`src/rtl/mem_access_ctrl.sv`:
```
// Memory-stage controller sitting in front of mem_wb_reg.
// Runs one load/store per EX/MEM instruction over a req/ack data bus.
// It stalls the pipeline while the access is outstanding, then presents
// the formatted result for a single cycle.
//
// state | meaning
// IDLE  | decode EX/MEM; pass non-memory ops straight through, accept memory ops
// BUSY  | request held on the bus until ack or timeout
// DONE  | present latched result (or bus error bubble) for one cycle
module mem_access_ctrl #(
  parameter int TIMEOUT = 16
) (
  input  logic        clk,
  input  logic        reset,
  input  logic        ex_valid,
  input  logic        mem_read,
  input  logic        mem_write,
  input  logic [1:0]  mem_size,
  input  logic        load_unsigned,
  input  logic [31:0] alu_in,
  input  logic [31:0] wdata_in,
  input  logic [1:0]  control_in,
  input  logic [4:0]  regdst_in,
  output logic [31:0] data_out,
  output logic [31:0] alu_out,
  output logic [1:0]  control_out,
  output logic [4:0]  regdst_out,
  output logic        mem_flush,
  output logic        stall,
  output logic        misalign,
  output logic        bus_err,
  output logic        dmem_req,
  output logic        dmem_we,
  output logic [31:0] dmem_addr,
  output logic [3:0]  dmem_be,
  output logic [31:0] dmem_wdata,
  input  logic        dmem_ack,
  input  logic [31:0] dmem_rdata
);

  typedef enum logic [1:0] {S_IDLE = 2'd0, S_BUSY = 2'd1, S_DONE = 2'd2} state_t;

  // Counter value seen on the last permitted BUSY cycle.
  localparam logic [7:0] CNT_LAST = 8'(TIMEOUT - 1);

  state_t      r_state;
  state_t      w_next;
  logic [31:0] r_alu;
  logic [31:0] r_wdata;
  logic [31:0] r_data;
  logic [1:0]  r_size;
  logic [1:0]  r_ctrl;
  logic [4:0]  r_rd;
  logic [3:0]  r_be;
  logic        r_uns;
  logic        r_we;
  logic        r_err;
  logic [7:0]  r_cnt;

  logic        w_mem_op;
  logic        w_misal;
  logic        w_accept;
  logic        w_last;
  logic [3:0]  w_be;
  logic [31:0] w_wdata;
  logic [7:0]  w_byte;
  logic [15:0] w_half;
  logic [31:0] w_load;

  assign w_mem_op = ex_valid & (mem_read | mem_write);
  assign w_misal  = w_mem_op & ((mem_size == 2'b01) ? alu_in[0]
                                                    : (mem_size[1] & (alu_in[1:0] != 2'b00)));
  assign w_accept = (r_state == S_IDLE) & w_mem_op & ~w_misal;
  assign w_last   = (r_cnt == CNT_LAST);

  // Store byte enables and lane replication from the incoming instruction
  always_comb begin
    w_be    = 4'b1111;
    w_wdata = wdata_in;
    case (mem_size)
      2'b00: begin
        w_be    = 4'b0001 << alu_in[1:0];
        w_wdata = {4{wdata_in[7:0]}};
      end
      2'b01: begin
        w_be    = alu_in[1] ? 4'b1100 : 4'b0011;
        w_wdata = {2{wdata_in[15:0]}};
      end
      default: ;
    endcase
  end

  // Load lane select (little-endian) and sign/zero extension
  always_comb begin
    case (r_alu[1:0])
      2'b00:   w_byte = dmem_rdata[7:0];
      2'b01:   w_byte = dmem_rdata[15:8];
      2'b10:   w_byte = dmem_rdata[23:16];
      default: w_byte = dmem_rdata[31:24];
    endcase
    w_half = r_alu[1] ? dmem_rdata[31:16] : dmem_rdata[15:0];
    case (r_size)
      2'b00:   w_load = r_uns ? {24'h0, w_byte} : {{24{w_byte[7]}}, w_byte};
      2'b01:   w_load = r_uns ? {16'h0, w_half} : {{16{w_half[15]}}, w_half};
      default: w_load = dmem_rdata;
    endcase
  end

  // State register
  always_ff @(posedge clk) begin
    if (reset) r_state <= S_IDLE;
    else       r_state <= w_next;
  end

  // Next-state decode
  always_comb begin
    w_next = r_state;
    case (r_state)
      S_IDLE:  if (w_accept) w_next = S_BUSY;
      S_BUSY:  if (dmem_ack || w_last) w_next = S_DONE;
      S_DONE:  w_next = S_IDLE;
      default: w_next = S_IDLE;
    endcase
  end

  // Instruction latches, wait counter, captured read data and error flag
  always_ff @(posedge clk) begin
    if (reset) begin
      r_alu   <= '0;
      r_wdata <= '0;
      r_data  <= '0;
      r_size  <= '0;
      r_ctrl  <= '0;
      r_rd    <= '0;
      r_be    <= '0;
      r_uns   <= 1'b0;
      r_we    <= 1'b0;
      r_err   <= 1'b0;
      r_cnt   <= '0;
    end else begin
      case (r_state)
        S_IDLE: if (w_accept) begin
          r_alu   <= alu_in;
          r_wdata <= w_wdata;
          r_size  <= mem_size;
          r_ctrl  <= control_in;
          r_rd    <= regdst_in;
          r_be    <= w_be;
          r_uns   <= load_unsigned;
          r_we    <= mem_write;
          r_data  <= '0;
          r_err   <= 1'b0;
          r_cnt   <= '0;
        end
        S_BUSY: begin
          if (dmem_ack) begin
            r_data <= r_we ? 32'h0 : w_load;
            r_cnt  <= '0;
          end else if (w_last) begin
            r_err <= 1'b1;
            r_cnt <= '0;
          end else begin
            r_cnt <= r_cnt + 8'd1;
          end
        end
        default: ;
      endcase
    end
  end

  // Outputs: bus side from latches, pipeline side per state
  always_comb begin
    dmem_req    = (r_state == S_BUSY);
    dmem_we     = dmem_req & r_we;
    dmem_addr   = {r_alu[31:2], 2'b00};
    dmem_be     = r_be;
    dmem_wdata  = r_wdata;
    data_out    = '0;
    alu_out     = '0;
    control_out = 2'b01;
    regdst_out  = '0;
    mem_flush   = 1'b1;
    stall       = 1'b0;
    misalign    = 1'b0;
    bus_err     = 1'b0;
    if (!reset) begin
      case (r_state)
        S_IDLE: begin
          if (w_misal) begin
            misalign = 1'b1;
          end else if (w_mem_op) begin
            stall = 1'b1;
          end else if (ex_valid) begin
            alu_out     = alu_in;
            control_out = control_in;
            regdst_out  = regdst_in;
            mem_flush   = 1'b0;
          end
        end
        S_BUSY: stall = 1'b1;
        S_DONE: begin
          data_out    = r_data;
          alu_out     = r_alu;
          control_out = r_ctrl;
          regdst_out  = r_rd;
          mem_flush   = r_err;
          bus_err     = r_err;
        end
        default: ;
      endcase
    end
  end

endmodule

```
`config.mk`:
```
export PLATFORM = sky130hd
export DESIGN_NAME = mem_access_ctrl
export DESIGN_NICKNAME = d
export VERILOG_FILES = /design/src/rtl/mem_access_ctrl.sv
export SDC_FILE = /design/constraint.sdc
export NUM_CORES = 1
export LEC_CHECK = 0
export ABC_AREA = 1
export BUFFER_PORTS_ARGS = -buffer_cell sky130_fd_sc_hd__buf_2
export CAP_MARGIN = 10
export CORE_MARGIN = 1
export CORE_UTILIZATION = 55
export CTS_BUF_LIST = sky130_fd_sc_hd__clkbuf_4 sky130_fd_sc_hd__clkbuf_8
export DETAILED_ROUTE_END_ITERATION = 7
export HOLD_SLACK_MARGIN = 0.15
export PLACE_DENSITY = 0.95
export REMOVE_ABC_BUFFERS = 1
export SLEW_MARGIN = 30
export SYNTH_ARGS = -nofsm -noshare
export SYNTH_HDL_FRONTEND = slang
export SYNTH_SLANG_ARGS = --single-unit
```
`constraint.sdc`:
```
create_clock -name clk -period 3.7 [get_ports clk]
set_clock_uncertainty 0.05 [all_clocks]
set_input_delay 0 -clock clk [delete_from_list [all_inputs] [get_ports clk]]
set_output_delay 0 -clock clk [all_outputs]
set_load 0.05 [all_outputs]
```
# --- Word-level counts from Yosys, hierarchy flattened ---
# Index checks and enable logic that the tools add are counted.
word_totals:
  reg_bits: 122
  mem_count: 0
  inputBits: 112
  latch_bits: 0
  ramBits: 0
  mem_bits_ro: 0
  output_inout_bits: 145
  elab_cells: 101
op_classes:
  order_cmp: 0
  n_eq_ne: 12
  multipliers: 0
  bitwise: 8
  shifts: 1
  div: 0
  reduce_logical: 12
  muxes: 55
  addsub: 1
ops:
  columns: ["op", "count"]
  rows:
  - ["$mux W32", 11]
  - ["$pmux W32 S2", 4]
  - ["$mux W8", 3]
  - ["$pmux W8 S3", 1]
  - ["$mux W5", 4]
  - ["$mux W1", 16]
  - ["$mux W16", 1]
  - ["$pmux W8 S2", 1]
  - ["$mux W2", 6]
  - ["$pmux W5 S2", 1]
  - ["$add A8 B1 Y8 const B", 1]
  - ["$eq A2 B1 Y1 const B", 4]
  - ["$eq A8 B4 Y1 const B", 1]
  - ["$logic_not A2 Y1", 4]
  - ["$pmux W2 S2", 2]
  - ["$pmux W4 S2", 1]
  - ["$and A1 B1 Y1", 6]
  - ["$ne A2 B1 Y1 const B", 3]
  - ["$pmux W1 S2", 3]
  - ["$reduce_and A2 Y1", 3]
  - ["$eq A2 B2 Y1 const B", 2]
  - ["$mux W4", 1]
  - ["$ne A2 B2 Y1 const B", 2]
  - ["$reduce_and A4 Y1", 1]
  - ["other kinds (6)", 7]

# --- Longest topological paths before layout ---
logic_depth:
  ltp_word: 8
  ltp_mapped: 12
  depth_no_buf: 9

# --- Least setup slack after synthesis ---
# Ideal clock, no wire load.
synth_timing:
  kind: "reg2out"
  from: "register r_state[0]"
  to: "output alu_out[11]"
  n_path_buf: 2
  path_stages_with_launch: 8
  required_time_ns: 3.650
  t_arrival_ns: 1.817
  setup_slack_ns: 1.833
  path_cell_list: "dfxtp_1 nor2_2 nand3_1 inv_1 buf_4 buf_2 nand2_1 a21oi_1"
synth_between:
  elab_chain_len: 3
  word_cells_on_any_way: 4
  cone_classes: "eq/ne: 1; mux: 2; reduce/logical: 1"
synth_rtl:
  columns: ["item", "line_no", "text"]
  rows:
  - ["from (decl)", "46", "state_t r_state;"]
  - ["from (signal assigned)", "112", "else r_state <= w_next;"]
  - ["$eq A2 B2 Y1 or $logic_not A2 Y1 (tied branches)", "187", "case (r_state)"]
  - ["$pmux W32 S2 (*)", "187", null]
  - ["$mux W32 (*)", "186", "if (!reset) begin"]
  - ["to (decl)", "25", "output logic [31:0] alu_out,"]
# Mark *: on every way between the ends. The rest lies on a longest branch, timed or not.

# --- Worst setup path after layout ---
layout_timing:
  from: "input mem_size[1]"
  to: "register r_wdata[17] (netlist: dmem_wdata[17])"
layout_between:
  elab_chain_len: 6
  word_cells_on_any_way: 9
  cone_classes: "eq/ne: 1; mux: 2; bitwise: 4; reduce/logical: 2"
layout_rtl:
  columns: ["item", "line_no", "text"]
  rows:
  - ["from (decl)", "18", "input logic [1:0] mem_size,"]
  - ["$eq A2 B1 Y1 or $and A1 B1 Y1 (tied branches)", "71, 80, 72", null]
  - ["$mux W1", "71", "assign w_misal = w_mem_op & ((mem_size == 2'b01) ? alu_in[0]"]
  - ["$and A1 B1 Y1", "71", null]
  - ["$not A1 Y1", "73", "assign w_accept = (r_state == S_IDLE) & w_mem_op & ~w_misal;"]
  - ["$and A1 B1 Y1", "73", null]
  - ["$reduce_and A2 Y1 (no source line)", null, null]
  - ["to (signal assigned)", "144", "r_wdata <= w_wdata;"]
  - ["to (decl)", "49", "logic [31:0] r_wdata;"]
# Parallel ways exist; a longest one is shown, timed or not.
# A chain may end at the register's enable or synchronous reset.

==> run metrics <==
core area 11,660 um2; count of endpoints failing setup in the final report 0; Max stage delay on crit path 0.62 ns; violations in the final reports design-rule violations; hold-critical path depth 6; Syn Area/Cell between 6 and 7 um2; clock-pin slew on the worst setup and hold paths about 0.080 ns; startpoint of the worst hold path ex_valid; postcts setup bufs 0; share of final-layout standard cells stronger than drive strength 1 between 20% and 30%; area growth from synthesis to final layout 42.97%; cells along the critical path dlygate4sd3_1, buf_2, inv_4, nand2_4, nand2_4, nand3_4, inv_8, o211ai_1, dlygate4sd3_1, a21oi_1, dlygate4sd3_1; via count normalized by instance count 6.111; cell area after synthesis 6714 um2; Rel. slew slack about half; worst-skew pair later-pin latency around 0.44 ns; Port Buffers 254; detailed-route DRC error count 2; die width about 110 um; CTS Buffer Depth 2; startpoint of the lowest-slack register-to-register path r_state[0]; final critical-path required period roughly 3.3 ns; most frequent CP cell dlygate4sd3_1; max-slew violation count 0; placement row count 39; register area share after synthesis 36.38%; clock tree from TritonCTS done; Min-Delay Endpoint r_err; number of nets in the layout 1,475; status finished, violations left; antenna violations before repair 4; number of gates given a new drive strength after cts 0; DIE HEIGHT 112.5 um; remaining antenna violation count 0; number of DRC markers after the initial detailed-route iteration roughly 1,500; sum of negative setup slack 0 ns; endpoint class of the critical path flip-flop; logic depth of the worst register-to-register path 7; total of flip-flops plus latches after synthesis ~120; count of maximum capacitance violations 0; endpoint of the worst-slack reg-to-reg timing path dmem_wdata[17]; reg-to-reg setup timing slack 0.70 ns; post-detailed-route wirelength per cell 19.45 um; buffers and inverters on the worst path 6; Placer Congestion 0.9334; cell leakage power ~4.5 nW; Slowest-stage cell, CP dlygate4sd3_1; upper clock frequency limit 301.6 MHz; Die Outline Area 12,650 um2; Fin. Hold Viols 0; cell at the root of the clock tree clkbuf_8; post-route core utilization between 80% and 90%; synthesized instance count 1,029; worst min path class input pin to flip-flop; setup repair after global routing missed its margin false; number of levels the H-tree was split into 4; largest net degree at the start of global routing 90; IO Count 257; total congestion overflow 0; overall routed net length 29,560 um; worst supply voltage drop on vdd between 0.0003 and 0.0004 V; Final Cycle Share about nine tenths; initial core utilization 57.57%; slew of the pin with the lowest slew margin approximately 0.72 ns; sort of element at the start of the critical path input pin; arrival time of the worst setup path 3.64 ns; Pwr per Cell Area slightly below 400 nW/um2; number of search-and-repair iterations in the first detailed-routing pass 8; Num Clock Sinks ~120; first-pass GRT wire length 47,290 um; peak fanout along the critical path 89; via count 9,289; warning count from the yosys run 0; path type of the worst setup path input pin to flip-flop; aggregate global-route resource usage 48.34%; vias in the first global route approximately 9,000; dominant delay contributor by cell family on the critical path buffers and inverters; CTS Buf Count 17; Required @ worst endpoint 4.02 ns; total half-perimeter wirelength after legalization and detailed placement 13,260 um; count of unique library cells instantiated by Yosys 36
[power by group]
group | internal [mW] | switching [mW] | total, mW
Sequential | 1.39 | 0.0593 | 1.44
Combinational | 0.317 | 0.634 | 0.951
Clock | 0.775 | 0.590 | 1.36
Total | 2.48 | 1.28 | 3.76
[worst min-delay path, stage by stage]
cell	delay (ns)
buf_2	0.12
inv_1	0.07
nor2_2	0.06
nand3_4	0.26
nand2_1	0.08
a21oi_1	0.12
[sequential cells by signal, indices dropped and copies added (netlist names)]
register	cells
r_err	1
dmem_be	4
r_data	32
r_cnt	8
r_uns	1
dmem_wdata	32
r_state	2
r_alu	32
r_ctrl	2
r_we	1
r_size	2
r_rd	5
[layer usage]
layer  track usage, %  routed length (um)  up-vias
met1            50.00                9597     4062
met5                0                  12        -
li1                 -                   -     3952
met2            77.02               13680      932
met4            42.58                2946        2
met3            18.47                3322      341
[logic make-up (layout without fill, tap and decap cells)]
| family | Yosys count | in the layout | synth area share [%] |
|---|---|---|---|
| adder cells (fa/ha/maj) | 1 | 1 | 0.1863 |
| buffers and inverters | 150 | 495 | 12.21 |
| AND/OR/NAND/NOR | 561 | 561 | 35.91 |
| AO/OA/AOI/OAI | 193 | 193 | 15.13 |
| flip-flops | 122 | 122 | 36.38 |
| XOR/XNOR | 1 | 1 | 0.1305 |
| other | 1 | 4 | 0.05585 |
[synth_stat cells]
cell type | number | area (um2)
o22ai_1 | 2 | 12.51
inv_8 | 1 | 11.26
conb_1 | 1 | 3.750
nand3_4 | 2 | 35.03
a211oi_1 | 1 | 7.510
nor2_2 | 2 | 12.51
buf_12 | 2 | 40.04
nor2_1 | 155 | 581.8
buf_6 | 5 | 56.30
clkinv_1 | 1 | 3.750
nand3_1 | 82 | 410.4
inv_1 | 41 | 153.9
ha_1 | 1 | 12.51
clkbuf_1 | 30 | 112.6
nand2_4 | 2 | 22.52
nand4_1 | 4 | 25.02
nand2_2 | 4 | 25.02
nand3_2 | 11 | 110.1
xor2_1 | 1 | 8.760
o21ai_0 | 84 | 420.4
buf_4 | 39 | 292.8
nor2_4 | 1 | 11.26
inv_2 | 4 | 15.01
nand2_8 | 1 | 20.02
inv_4 | 1 | 6.260
buf_2 | 24 | 120.1
o21a_1 | 1 | 7.510
buf_1 | 2 | 7.510
nand2_1 | 278 | 1044
a22oi_1 | 7 | 52.55
o21bai_1 | 2 | 15.01
a21oi_1 | 88 | 440.4
o211ai_1 | 8 | 60.06
dfxtp_1 | 122 | 2442
nor3_1 | 4 | 20.02
or2_2 | 15 | 93.84
[stage by stage]
step	setup slack [ns]	hold WS, ns	cells	power [mW]	instance area [um2]
after global routing	0.3242	0.2857	1520	3.873	9599
final	0.3840	0.2708	1520	3.760	9599
after global placement	1.482	0.2202	1330	2.176	7592
after detailed placement	1.707	0.2276	1330	2.188	7592
after floorplan	0.4189	0.01907	928	1.951	6088
after CTS	0.6870	0.2126	1518	3.637	9594
[how the worst max path moves through the flow]
| stage | from | end | slack, ns | cells past startpoint |
|---|---|---|---|---|
| after floorplan | r_state[1] | data_out[0] | 0.42 | 4 |
| after global placement | r_state[0] | alu_out[20] | 1.48 | 6 |
| after detailed placement | reset | data_out[17] | 1.71 | 6 |
| after CTS | mem_size[1] | dmem_wdata[19] | 0.69 | 11 |
| after global routing | mem_size[1] | dmem_wdata[17] | 0.32 | 11 |
| final | mem_size[1] | dmem_wdata[17] | 0.38 | 11 |
[repair_timing]
item                                   CTS  global route
endpoints found under the hold margin  122             0
hold buffers                           156             0
setup endpoints to repair                0             0
[layout by cell type (no fill, tap or decap), drive strengths merged]
cell type    synthesis  routed
a211oi               1       1
a21oi               88      88
a22oi                7       7
buf                 72     259
bufinv               0       4
clkbuf              30      21
clkinv               1       6
clkinvlp             0       3
conb                 1       2
dfxtp              122     122
diode                0       2
dlygate4sd3          0     156
ha                   1       1
inv                 47      46
nand2              285     285
nand3               95      95
nand4                4       4
nor2               158     158
nor3                 4       4
o211ai               8       8
o21a                 1       1
o21ai               84      84
o21bai               2       2
o22ai                2       2
or2                 15      15
xor2                 1       1
[final cells by class]
cell class	instances	area (um2)
Timing Repair Buffer	415	2883
Tap cell	143	178.9
Sequential cell	122	2442
Antenna cell	2	5.005
Inverter	48	191.4
Clock inverter	11	170.2
Multi-Input combinational cell	758	3458
Clock buffer	21	270.3
Fill cell	628	2063
Power figures use the tool's default switching activity.
